File: config.mk
export PLATFORM = sky130hd
export DESIGN_NAME = maxpool_scheduler
export DESIGN_NICKNAME = d
export VERILOG_FILES = /design/src/rtl/maxpool_scheduler.sv
export SDC_FILE = /design/constraint.sdc
export NUM_CORES = 1
export LEC_CHECK = 0
export BUFFER_PORTS_ARGS = -buffer_cell sky130_fd_sc_hd__buf_2
export CORE_ASPECT_RATIO = 0.5
export CORE_MARGIN = 2
export CORE_UTILIZATION = 37
export CTS_CLUSTER_SIZE = 28
export DETAILED_ROUTE_END_ITERATION = 10
export GPL_TIMING_DRIVEN = 0
export PLACE_DENSITY = 0.63
export SLEW_MARGIN = 20
export SYNTH_ARGS = -nofsm -noshare
export SYNTH_HDL_FRONTEND = slang
export SYNTH_SLANG_ARGS = --single-unit
File: constraint.sdc
create_clock -name clk -period 14.5 [get_ports clk]
set_clock_uncertainty 0.1 [all_clocks]
set_input_delay 1.45 -clock clk [delete_from_list [all_inputs] [get_ports clk]]
set_output_delay 1.45 -clock clk [all_outputs]
set_load 0.02 [all_outputs]
File: src/rtl/maxpool_scheduler.sv
// ---------------------------------------------------------------------------
// maxpool_scheduler
//
// Walks a D x H x W feature map stored in a single-port SRAM (1-cycle read
// latency) and performs 2x2 / stride-2 max pooling. Every pooling window is
// read with four SRAM reads. A running signed maximum is kept, and one pooled
// word per window is emitted on a valid/ready stream. Odd row and column
// counts are floored: the trailing row or column is never read.
//
// Ports
//   clk        in   rising-edge clock for all state
//   rst_n      in   asynchronous active-low reset; aborts a pass with no done
//   start      in   begin a full layer pass; only looked at while idle
//   busy       out  high from the cycle after an accepted start through done
//   done       out  one-cycle pulse after the last output handshake
//   rd_en      out  SRAM read strobe
//   rd_addr    out  SRAM read address, (c*H + row)*W + col
//   rd_data    in   SRAM read data, valid the cycle after rd_en
//   out_valid  out  pooled word available
//   out_ready  in   downstream accepts the pooled word
//   out_data   out  pooled maximum (signed)
//   out_addr   out  pooled index, (c*(H/2) + r/2)*(W/2) + x/2
// ---------------------------------------------------------------------------
module maxpool_scheduler #(
  parameter int DATA_BITS = 32,
  parameter int D         = 32,
  parameter int H         = 46,
  parameter int W         = 46,
  parameter int ADDR_BITS = 17
) (
  input  logic                 clk,
  input  logic                 rst_n,
  input  logic                 start,
  output logic                 busy,
  output logic                 done,
  output logic                 rd_en,
  output logic [ADDR_BITS-1:0] rd_addr,
  input  logic [DATA_BITS-1:0] rd_data,
  output logic                 out_valid,
  input  logic                 out_ready,
  output logic [DATA_BITS-1:0] out_data,
  output logic [ADDR_BITS-1:0] out_addr
);

  typedef enum logic [2:0] {
    IDLE,
    READ,
    LAST,
    OUT,
    DONE
  } state_t;

  // Upper-left corner of the last window in each dimension. Because of the
  // floor, an odd trailing row/column never becomes a window origin.
  localparam logic [ADDR_BITS-1:0] C_LAST = ADDR_BITS'(D - 1);
  localparam logic [ADDR_BITS-1:0] R_LAST = ADDR_BITS'(2 * (H / 2) - 2);
  localparam logic [ADDR_BITS-1:0] X_LAST = ADDR_BITS'(2 * (W / 2) - 2);
  localparam logic [ADDR_BITS-1:0] H_A    = ADDR_BITS'(H);
  localparam logic [ADDR_BITS-1:0] W_A    = ADDR_BITS'(W);

  state_t                       state_q;
  state_t                       state_d;
  logic [1:0]                   k_q;
  logic [ADDR_BITS-1:0]         c_q;
  logic [ADDR_BITS-1:0]         r_q;
  logic [ADDR_BITS-1:0]         x_q;
  logic [ADDR_BITS-1:0]         out_idx_q;
  logic signed [DATA_BITS-1:0]  acc_q;
  logic                         last_window;
  logic                         handshake;
  logic                         start_accept;
  logic                         capture;

  assign last_window  = (c_q == C_LAST) && (r_q == R_LAST) && (x_q == X_LAST);
  assign handshake    = (state_q == OUT) && out_ready;
  assign start_accept = (state_q == IDLE) && start;

  // Read data lags the strobe by one cycle, so the word for read k arrives
  // while k+1 is being issued. The k=3 word arrives in LAST.
  assign capture = ((state_q == READ) && (k_q != 2'd0)) || (state_q == LAST);

  // State register. An asynchronous reset drops straight to IDLE, which
  // abandons any pass in flight without producing a done pulse.
  always_ff @(posedge clk or negedge rst_n) begin
    if (!rst_n) begin
      state_q <= IDLE;
    end else begin
      state_q <= state_d;
    end
  end

  // Next-state logic. READ lasts four cycles (one per window element). LAST
  // waits for the final read word. OUT holds until downstream accepts, then
  // the scheduler either starts the next window or finishes the pass.
  always_comb begin
    state_d = state_q;
    case (state_q)
      IDLE: if (start) state_d = READ;
      READ: if (k_q == 2'd3) state_d = LAST;
      LAST: state_d = OUT;
      OUT: begin
        if (out_ready) begin
          state_d = last_window ? DONE : READ;
        end
      end
      DONE: state_d = IDLE;
      default: state_d = IDLE;
    endcase
  end

  // Traversal counters. The column pair is innermost, then the row pair, then
  // the channel. The pooled index simply counts accepted outputs, because the
  // traversal order matches the pooled output layout.
  always_ff @(posedge clk or negedge rst_n) begin
    if (!rst_n) begin
      k_q       <= '0;
      c_q       <= '0;
      r_q       <= '0;
      x_q       <= '0;
      out_idx_q <= '0;
    end else if (start_accept) begin
      k_q       <= '0;
      c_q       <= '0;
      r_q       <= '0;
      x_q       <= '0;
      out_idx_q <= '0;
    end else begin
      if (state_q == READ) begin
        k_q <= k_q + 2'd1;
      end
      if (handshake && !last_window) begin
        out_idx_q <= out_idx_q + 1'b1;
        if (x_q == X_LAST) begin
          x_q <= '0;
          if (r_q == R_LAST) begin
            r_q <= '0;
            c_q <= c_q + 1'b1;
          end else begin
            r_q <= r_q + ADDR_BITS'(2);
          end
        end else begin
          x_q <= x_q + ADDR_BITS'(2);
        end
      end
    end
  end

  // Running maximum. The first element of a window loads unconditionally, so
  // the previous window's result never leaks into the next one. Later
  // elements replace the value only when strictly greater, so a tie keeps the
  // earlier element.
  always_ff @(posedge clk or negedge rst_n) begin
    if (!rst_n) begin
      acc_q <= '0;
    end else if ((state_q == READ) && (k_q == 2'd1)) begin
      acc_q <= $signed(rd_data);
    end else if (capture && ($signed(rd_data) > acc_q)) begin
      acc_q <= $signed(rd_data);
    end
  end

  // Read address for element k of the current window. k[1] selects the lower
  // row and k[0] selects the right column. The address is forced to zero
  // outside READ so that the SRAM bus stays quiet.
  always_comb begin
    rd_addr = '0;
    if (state_q == READ) begin
      rd_addr = (c_q * H_A + r_q + ADDR_BITS'(k_q[1])) * W_A
              + x_q + ADDR_BITS'(k_q[0]);
    end
  end

  assign busy      = (state_q != IDLE);
  assign done      = (state_q == DONE);
  assign rd_en     = (state_q == READ);
  assign out_valid = (state_q == OUT);
  assign out_data  = acc_q;
  assign out_addr  = out_idx_q;

endmodule

# After elaboration in Yosys (flattened, before gate mapping)
# Cells that the tools add are included.
[word_totals] register_bits=105 latchBits=0 ramBits=0 mem_bits_ro=0 input_bits=36 out_inout_bits=70 elab_cells=75 memories=0
[classes] addsub=9 multipliers=2 n_div=0 magnitude_cmp=1 n_eq_ne=12 shifts=0 mux=23 bitwise=0 n_reduce_logical=21
[ops] op="17-bit 2-to-1 mux" n=14
[ops] op="32-bit 2-to-1 mux" n=2
[ops] op="17-bit by 1-bit adder with 17-bit output" n=2
[ops] op="17-bit by 1-bit adder with 17-bit output, second input constant" n=2
[ops] op="17-bit adder" n=2
[ops] op="17-bit by 2-bit adder with 17-bit output, second input constant" n=2
[ops] op="17-bit by 6-bit == test with 1-bit output, second input constant" n=2
[ops] op="17-bit by 5-bit multiplier with 16-bit output, second input constant" n=2
[ops] op="32-bit greater-than comparator" n=1
[ops] op="17-bit by 5-bit == test with 1-bit output, second input constant" n=1
[ops] op="3-bit 2-to-1 mux" n=4
[ops] op="3-bit case mux with 4 select lines" n=1
[ops] op="2-bit nonzero test" n=6
[ops] op="1-bit logical AND" n=8
[ops] op="3-bit by 2-bit == test with 1-bit output, second input constant" n=2
[ops] op="3-bit AND reduction" n=2
[ops] op="2-bit 2-to-1 mux" n=2
[ops] op="2-bit by 1-bit != test with 1-bit output, second input constant" n=2
[ops] op="3-bit by 1-bit == test with 1-bit output, second input constant" n=1
[ops] op="3-bit == test, second input constant" n=1
[ops] op="3-bit zero test" n=1
[ops] op="3-bit nonzero test" n=1
[ops] op="2-bit by 1-bit adder with 2-bit output, second input constant" n=1
[ops] op="2-bit by 1-bit == test with 1-bit output, second input constant" n=1
[ops] op="other kinds (5)" n=5

# Logic depth before layout (Yosys ltp)
# Gate-level depths: netlist of the first run.
[logic_depth] word_depth=7 mapped_depth=35 depth_no_buf=35

# Least setup slack after synthesis of the first run
# No wires, ideal clock.
[synth_path] kind="register to output" from="reg c_q[3]" to="out rd_addr[16]" arrival_ns=7.479 t_required_ns=12.950 setup_slack_ns=5.471 path_stages_with_launch=34 path_buffers=0 path_cell_list="dfrtp_1 > ha_1 > inv_1 > fa_1 > fa_1 > inv_1 > ha_1 > xnor2_1 > ha_1 > o21a_1 > o21ai_0 > nor2_1 > nor2_1 > nor2b_1 > nor2_1 > xor2_1 > inv_1 > fa_1 > inv_1 > fa_1 > inv_1 > ha_1 > nand3_1 > o311ai_0 > a21o_1 > a21oi_1 > xnor2_1 > ha_1 > a21o_1 > a21o_1 > a41oi_1 > xnor2_1 > xnor3_1 > o21ai_1"
[synth_between] elab_chain_len=7
[synth_rtl] item="start: declaration" line_no="64" text="logic [ADDR_BITS-1:0] c_q;"
[synth_rtl] item="start signal: assignment" line_no="137" text="c_q <= c_q + 1'b1;"
[synth_rtl] item="17-bit by 5-bit multiplier with 16-bit output" line_no="168" text="rd_addr = (c_q * H_A + r_q + ADDR_BITS'(k_q[1])) * W_A"
[synth_rtl] item="17-bit adder" line_no="168"
[synth_rtl] item="17-bit by 1-bit adder with 17-bit output" line_no="168"
[synth_rtl] item="17-bit by 5-bit multiplier with 16-bit output" line_no="168"
[synth_rtl] item="17-bit adder" line_no="169" text="+ x_q + ADDR_BITS'(k_q[0]);"
[synth_rtl] item="17-bit by 1-bit adder with 17-bit output" line_no="169"
[synth_rtl] item="17-bit 2-to-1 mux" line_no="167" text="if (state_q == READ) begin"
[synth_rtl] item="end: declaration" line_no="37" text="output logic [ADDR_BITS-1:0] rd_addr,"
# No other way between the ends.

# Worst setup path after layout of the first run
# Ends and elaborated chain as after synthesis.

==> results of run 1 <==
## cell families (layout without fill, tap and decap cells)
| family | count (synthesis) | count (layout) | synth area share [%] |
|---|---|---|---|
| AO/OA/AOI/OAI | 150 | 150 | 10.28 |
| buffers and inverters | 153 | 275 | 6.408 |
| flip-flops | 103 | 103 | 27.33 |
| XOR/XNOR | 103 | 103 | 9.712 |
| adder cells (fa/ha/maj) | 166 | 166 | 25.53 |
| AND/OR/NAND/NOR | 329 | 329 | 16.81 |
| multiplexers | 33 | 33 | 3.927 |
## routing by layer
layer,vias to the layer above,GRT usage (%)
li1,3733,-
met1,3721,22.36
met2,113,29.81
met3,18,2.665
met5,-,0
met4,0,3.656
## layout make-up
cell class              instances  area [µm²]  area share, %
plain buffers                  16       90.09         0.8381
clock buffers                   9       225.2          2.095
clock inverters                 7       103.9         0.9661
inverters                     137       514.2          4.784
multi-input cells             781        6248          58.13
flip-flops and latches        103        2577          23.98
well taps                     344       430.4          4.004
repair buffers                106       559.3          5.203
## per-stage QoR
step | std cells | hold WS [ns] | worst slack (ns) | util [%]
after CTS | 1503 | 0.4315 | 4.012 | 42.76
final | 1503 | 0.4300 | 4.031 | 42.76
after global placement | 1486 | 0.4068 | 4.602 | 41.32
after detailed placement | 1487 | 0.4145 | 4.413 | 41.45
after global routing | 1503 | 0.4541 | 3.485 | 42.76
after floorplan | 1037 | 0.3847 | 5.471 | -
## synthesized netlist by cell type, types with 3 or more instances
library cell    n
a211oi_1        7
a21boi_0        3
a21o_1         19
a21oi_1        43
and2_1          5
and3_1         15
and4_1          4
buf_6           3
clkbuf_1        8
dfrtp_1       103
fa_1           44
ha_1          122
inv_1         137
mux2_2         31
nand2_1        66
nand2b_1        5
nand3_1        22
nand4_1        14
nor2_1        121
nor2b_1        17
nor3_1         26
nor4_1         13
o211ai_1        3
o21a_1         15
o21ai_0        37
o31ai_1         3
o41ai_1         3
or2_2           5
or3_1           5
xnor2_1        54
xor2_1         48
## worst paths after layout
check | startpoint | to | cells after the start | slack, ns
min in group asynchronous | rst_n | c_q[9]$_DFFE_PN0P_ | 1 | 0.87
max in group asynchronous | rst_n | out_data[11]$_DFFE_PN0P_ | 2 | 12.75
max | c_q[3]$_DFFE_PN0P_ | rd_addr[16] | 34 | 4.03
min | out_data[10]$_DFFE_PN0P_ | out_data[10]$_DFFE_PN0P_ | 1 | 0.43
min reg2reg | out_data[10]$_DFFE_PN0P_ | out_data[10]$_DFFE_PN0P_ | 1 | 0.43
max reg2reg | out_data[25]$_DFFE_PN0P_ | out_data[12]$_DFFE_PN0P_ | 12 | 11.21
## sequential cells by signal (all words and copies together) (netlist names)
| signal | cells |
|---|---|
| k_q | 2 |
| x_q | 16 |
| out_addr | 17 |
| out_data | 32 |
| state_q | 3 |
| r_q | 16 |
| c_q | 17 |
==> summary.md, run 1 <==
| Metric | Value |
|---|---|
| Outcome | `completed` |
| Initial antenna violation count | `0` |
| Critical path startpoint category | `flop` |
| Final GP Congestion | `0.8625` |
| Pin count of the biggest net entering global routing | `77` |
| YS warnings | `0` |
| Met3 routed WL | `632 µm` |
| Crit path capture type | `output pin` |
| CTS tree | `done` |
| Relative slew slack | `49.07%` |
| CTS Buffer Depth | `2` |
| Critical Path Max Stage Delay | `between 0.6 and 0.7 ns` |
| Die Span X | `229.8 µm` |
| Max cap viols | `0` |
| Critical path's top delay family | `adder cells` |
| Met2 Routed Length | `10.19 mm` |
| Cell area after layout | `0.01075 mm²` |
| CTS root buf | `clkbuf_16` |
| Drt wl/cell | `14.55 µm` |
| CP Buf/Inv Count | `6` |
| Number of global-route vias before repair | `7490` |
| Period utilization | `72.20%` |
| Core Area | `0.02514 mm²` |
| Die area | `0.02686 mm²` |
| Final hold vios | `0` |
| Port-buffer cells | `105` |
| Clk_lat worst skew | `about 0.35 ns` |
| Total gr overflow | `0` |
| Clk sinks | `slightly above 100` |
| First-pass GRT wire length | `36.60 mm` |
| Cell taking the most area after synthesis | `dfrtp_1` |
| Reg clk slew, reported paths | `0.07 ns` |
| Final WL | `21.87 mm` |
| DIE HEIGHT | `116.9 µm` |
| CP Data Required Time | `12.95 ns` |
| Main area contributors after synthesis | `dfrtp_1, ha_1, fa_1` |
| Slowest cell on the critical path | `o311ai_0` |
| Layout cells sized above 1 | `14.84%` |
| Most frequent cells in the layout | `inv_1, ha_1, nor2_1` |
| CTS resizes | `0` |
| Syn_area_per_cell | `between 9 and 10 µm²` |
| Final setup vio count | `0` |
| DRC violations left | `0` |
| P&R area growth vs syn | `13.98%` |
| CP Class | `reg2out` |
| Initial DRC count | `approximately 370` |
| Overall Global Routing Usage | `16.94%` |
| Vias | `7585` |
| Vias/cell | `5.047` |
| Unrepaired setup endpoints after global routing | `false` |
| CTS buffer count | `9` |
| Hpwl dp | `18.04 mm` |
| Highest Clock Rate | `0.09552 GHz` |
| Top-area cell type share of the netlist area | `27.33%` |
| Area after DPL | `0.01042 mm²` |
| Leading cell type in the layout, fill and taps excluded | `inv_1` |
| Post-route ant nets | `0` |
| ANT cells | `0` |
| Syn_nets | `1239` |
| Synth async-reset ratio | `100.0%` |
| Post-CTS Setup Bufs | `0` |
| Worst Max-Slew Pin Slew | `0.7544 ns` |
| Final setup TNS | `0 ns` |
| Post-synth cell types | `61` |
| Synthesized instance count | `1037` |
| Final number of max-transition violations | `0` |
| # hold bufs at CTS | `0` |
| Fin crit period | `10.47 ns` |
| EDFF count, synth | `0` |
| Rows | `41` |
| Top FF cell, synth | `dfrtp_1` |
| Number of synthesized register bits | `roughly 100` |
| Arr. time, crit path | `8.92 ns` |
| Initial core utilization | `37.52%` |
| I/O pin total | `106` |
| Number of H-tree levels | `3` |
| Fill cells | `2487` |
| Max Used Layer | `met4` |
| Seq/Total Area, Yosys | `~27%` |
| Met1 WL | `roughly 11 mm` |
| Final Net Count | `1356` |
| Mapped Area | `0.009430 mm²` |
| Hold Path Class | `reg2reg` |
| Max FO, Critical Path | `7` |
| DRT Pass-1 Iters | `5` |
Power of run 1 is left out: the tool's default activity adds up to more than one toggle a clock period on the data nets, which glitch-free logic cannot reach.
==> run 2: changes to the inputs <==
Settings changed: PLACE_DENSITY 0.63 to 0.65.
Clock period 14.5 ns to 9.45 ns, I/O delays scaled along.
==> summary.md, run 2 (synthesized netlist as in run 1, its figures left out) <==
| Metric | Value |
|---|---|
| Initial DRC count | `382` |
| Worst path most repeated cell | `ha_1` |
| Final Net Count | `1376` |
| Max FFs per register | `32` |
| Rows | `around 40` |
| CP Class | `reg2out` |
| CTS buffer count | `9` |
| Setup crit end | `rd_addr[16]` |
| Total gr overflow | `0` |
| I/O pin total | `106` |
| Fill cells | `2396` |
| Clk sinks | `about 100` |
| Leading cell type in the layout, fill and taps excluded | `inv_1` |
| Worst Max-Slew Pin Slew | `0.7502 ns` |
| RR Startpoint | `r_q[14]$_DFFE_PN0P_` |
| Number of global-route vias before repair | `7499` |
| P&R area growth vs syn | `17.45%` |
| Port-buffer cells | `105` |
| Drt wl/cell | `14.51 µm` |
| Hold Path Class | `in2async` |
| CTS root buf | `clkbuf_16` |
| CP startpoint | `c_q[1]$_DFFE_PN0P_` |
| Final hold vios | `0` |
| Crit path capture type | `output pin` |
| CP Buf/Inv Count | `6` |
| Vias | `roughly 7700` |
| DRC violations left | `0` |
| Reg clk slew, reported paths | `about 0.06 ns` |
| Hpwl dp | `approximately 18 mm` |
| Layout cells sized above 1 | `18.66%` |
| Post-route ant nets | `0` |
| DRT Pass-1 Iters | `5` |
| DIE HEIGHT | `116.9 µm` |
| Fin crit period | `9.060 ns` |
| Initial core utilization | `between 30 and 40%` |
| # hold bufs at CTS | `0` |
| Initial antenna violation count | `0` |
| FF-to-FF setup slack | `6.20 ns` |
| Relative slew slack | `about half` |
| Final WL | `22.09 mm` |
| Vias/cell | `5.037` |
| Max FO, Critical Path | `4` |
| Highest Clock Rate | `0.1104 GHz` |
| Period utilization | `between 90 and 100%` |
| Final setup vio count | `0` |
| CP Data Required Time | `roughly 8.4 ns` |
| Max cap viols | `0` |
| Final number of max-transition violations | `0` |
| Number of H-tree levels | `3` |
| Die area | `0.02686 mm²` |
| Critical path startpoint category | `flop` |
| Inst Count DP | `1487` |
| CTS tree | `done` |
| Final Non-Filler Cells | `1523` |
| Cell area after layout | `~0.011 mm²` |
| Outcome | `completed` |
| Pin count of the biggest net entering global routing | `62` |
| Cell depth of the worst setup path | `36` |
| Core Area | `0.02514 mm²` |
| CTS Buffer Depth | `2` |
| Final core occ | `approximately 44%` |
| Worst reg2reg path endpoint | `x_q[14]$_DFFE_PN0P_` |
| Arr. time, crit path | `about 8 ns` |
| Die Span X | `about 230 µm` |
| FF-to-FF path depth | `10` |
| Overall Global Routing Usage | `between 15 and 20%` |
| Critical path's top delay family | `adder cells` |
| Slowest cell on the critical path | `fa_1` |
| ANT cells | `0` |
| Most frequent cells in the layout | `inv_1, ha_1, nor2_1` |
| Critical Path Max Stage Delay | `0.53 ns` |
| Final GP Congestion | `0.8779` |
| Area after DPL | `0.01042 mm²` |
| First-pass GRT wire length | `37.09 mm` |
| Clk_lat worst skew | `0.36 ns` |
## run 2: cell count changes in the layout (fill, tap and decap cells not counted), moves of 4 or more
cell,delta
nor2_2,+5
ha_1,-4
dfrtp_2,+5
buf_4,+21
dfrtp_1,-5
nor2_1,-7
xnor2_1,-4
## run 2: how the worst min path moves through the flow
stage	end	depth (start not counted)
floorplan	state_q[1]$_DFFE_PN0P_	1
global placement	out_data[4]$_DFFE_PN0P_	1
detailed placement	out_data[4]$_DFFE_PN0P_	1
CTS	c_q[8]$_DFFE_PN0P_	1
global route	c_q[8]$_DFFE_PN0P_	1
finish	c_q[8]$_DFFE_PN0P_	1
## run 2: repair_timing
item                       4_1_cts  5_1_grt
setup endpoints to repair        1        2
gates cloned                     0        0
setup buffers                    1       19
resized for setup                6       35
pin swaps                        0       16
## run 2: worst reg2reg max path, stage by stage, from the launching register on
cell and delay [ns]:
dfrtp_1 0.45, nor4_1 0.50, nand4_2 0.33, nor4_4 0.47, nor2_1 0.14, buf_4 0.21, o21ai_0 0.39, nor4_1 0.22
nand3_1 0.14, xor2_1 0.14, nor2_1 0.05
## run 2: cell type report
type	count	area, µm²	area share, %
Multi-Input combinational cell	781	6431	58.07
Clock buffer	12	236.5	2.135
Timing Repair Buffer	126	711.9	6.428
Tap cell	344	430.4	3.886
Inverter	137	514.2	4.643
Buffer	16	90.09	0.8134
Sequential cell	103	2584	23.33
Clock inverter	4	77.57	0.7004
## run 2: stage by stage
step                      setup TNS [ns]  hold slack (ns)  setup WS [ns]
after floorplan                        0           0.3847         0.9257
after global placement                 0           0.4047        0.08747
after detailed placement               0           0.4160        0.05320
after CTS                              0           0.4174        0.01192
after global routing             -0.1006           0.4370        -0.1006
final                                  0           0.4078         0.3904
## run 2: layer usage
metal | vias to the layer above | routed length (µm) | global-route usage [%]
met5 | - | 0 | 0
met4 | 0 | 467 | 4.473
met2 | 132 | 10180 | 28.80
met3 | 31 | 826 | 3.173
li1 | 3764 | - | -
met1 | 3745 | 10620 | 22.94
Power of run 2 is left out for the same reason.
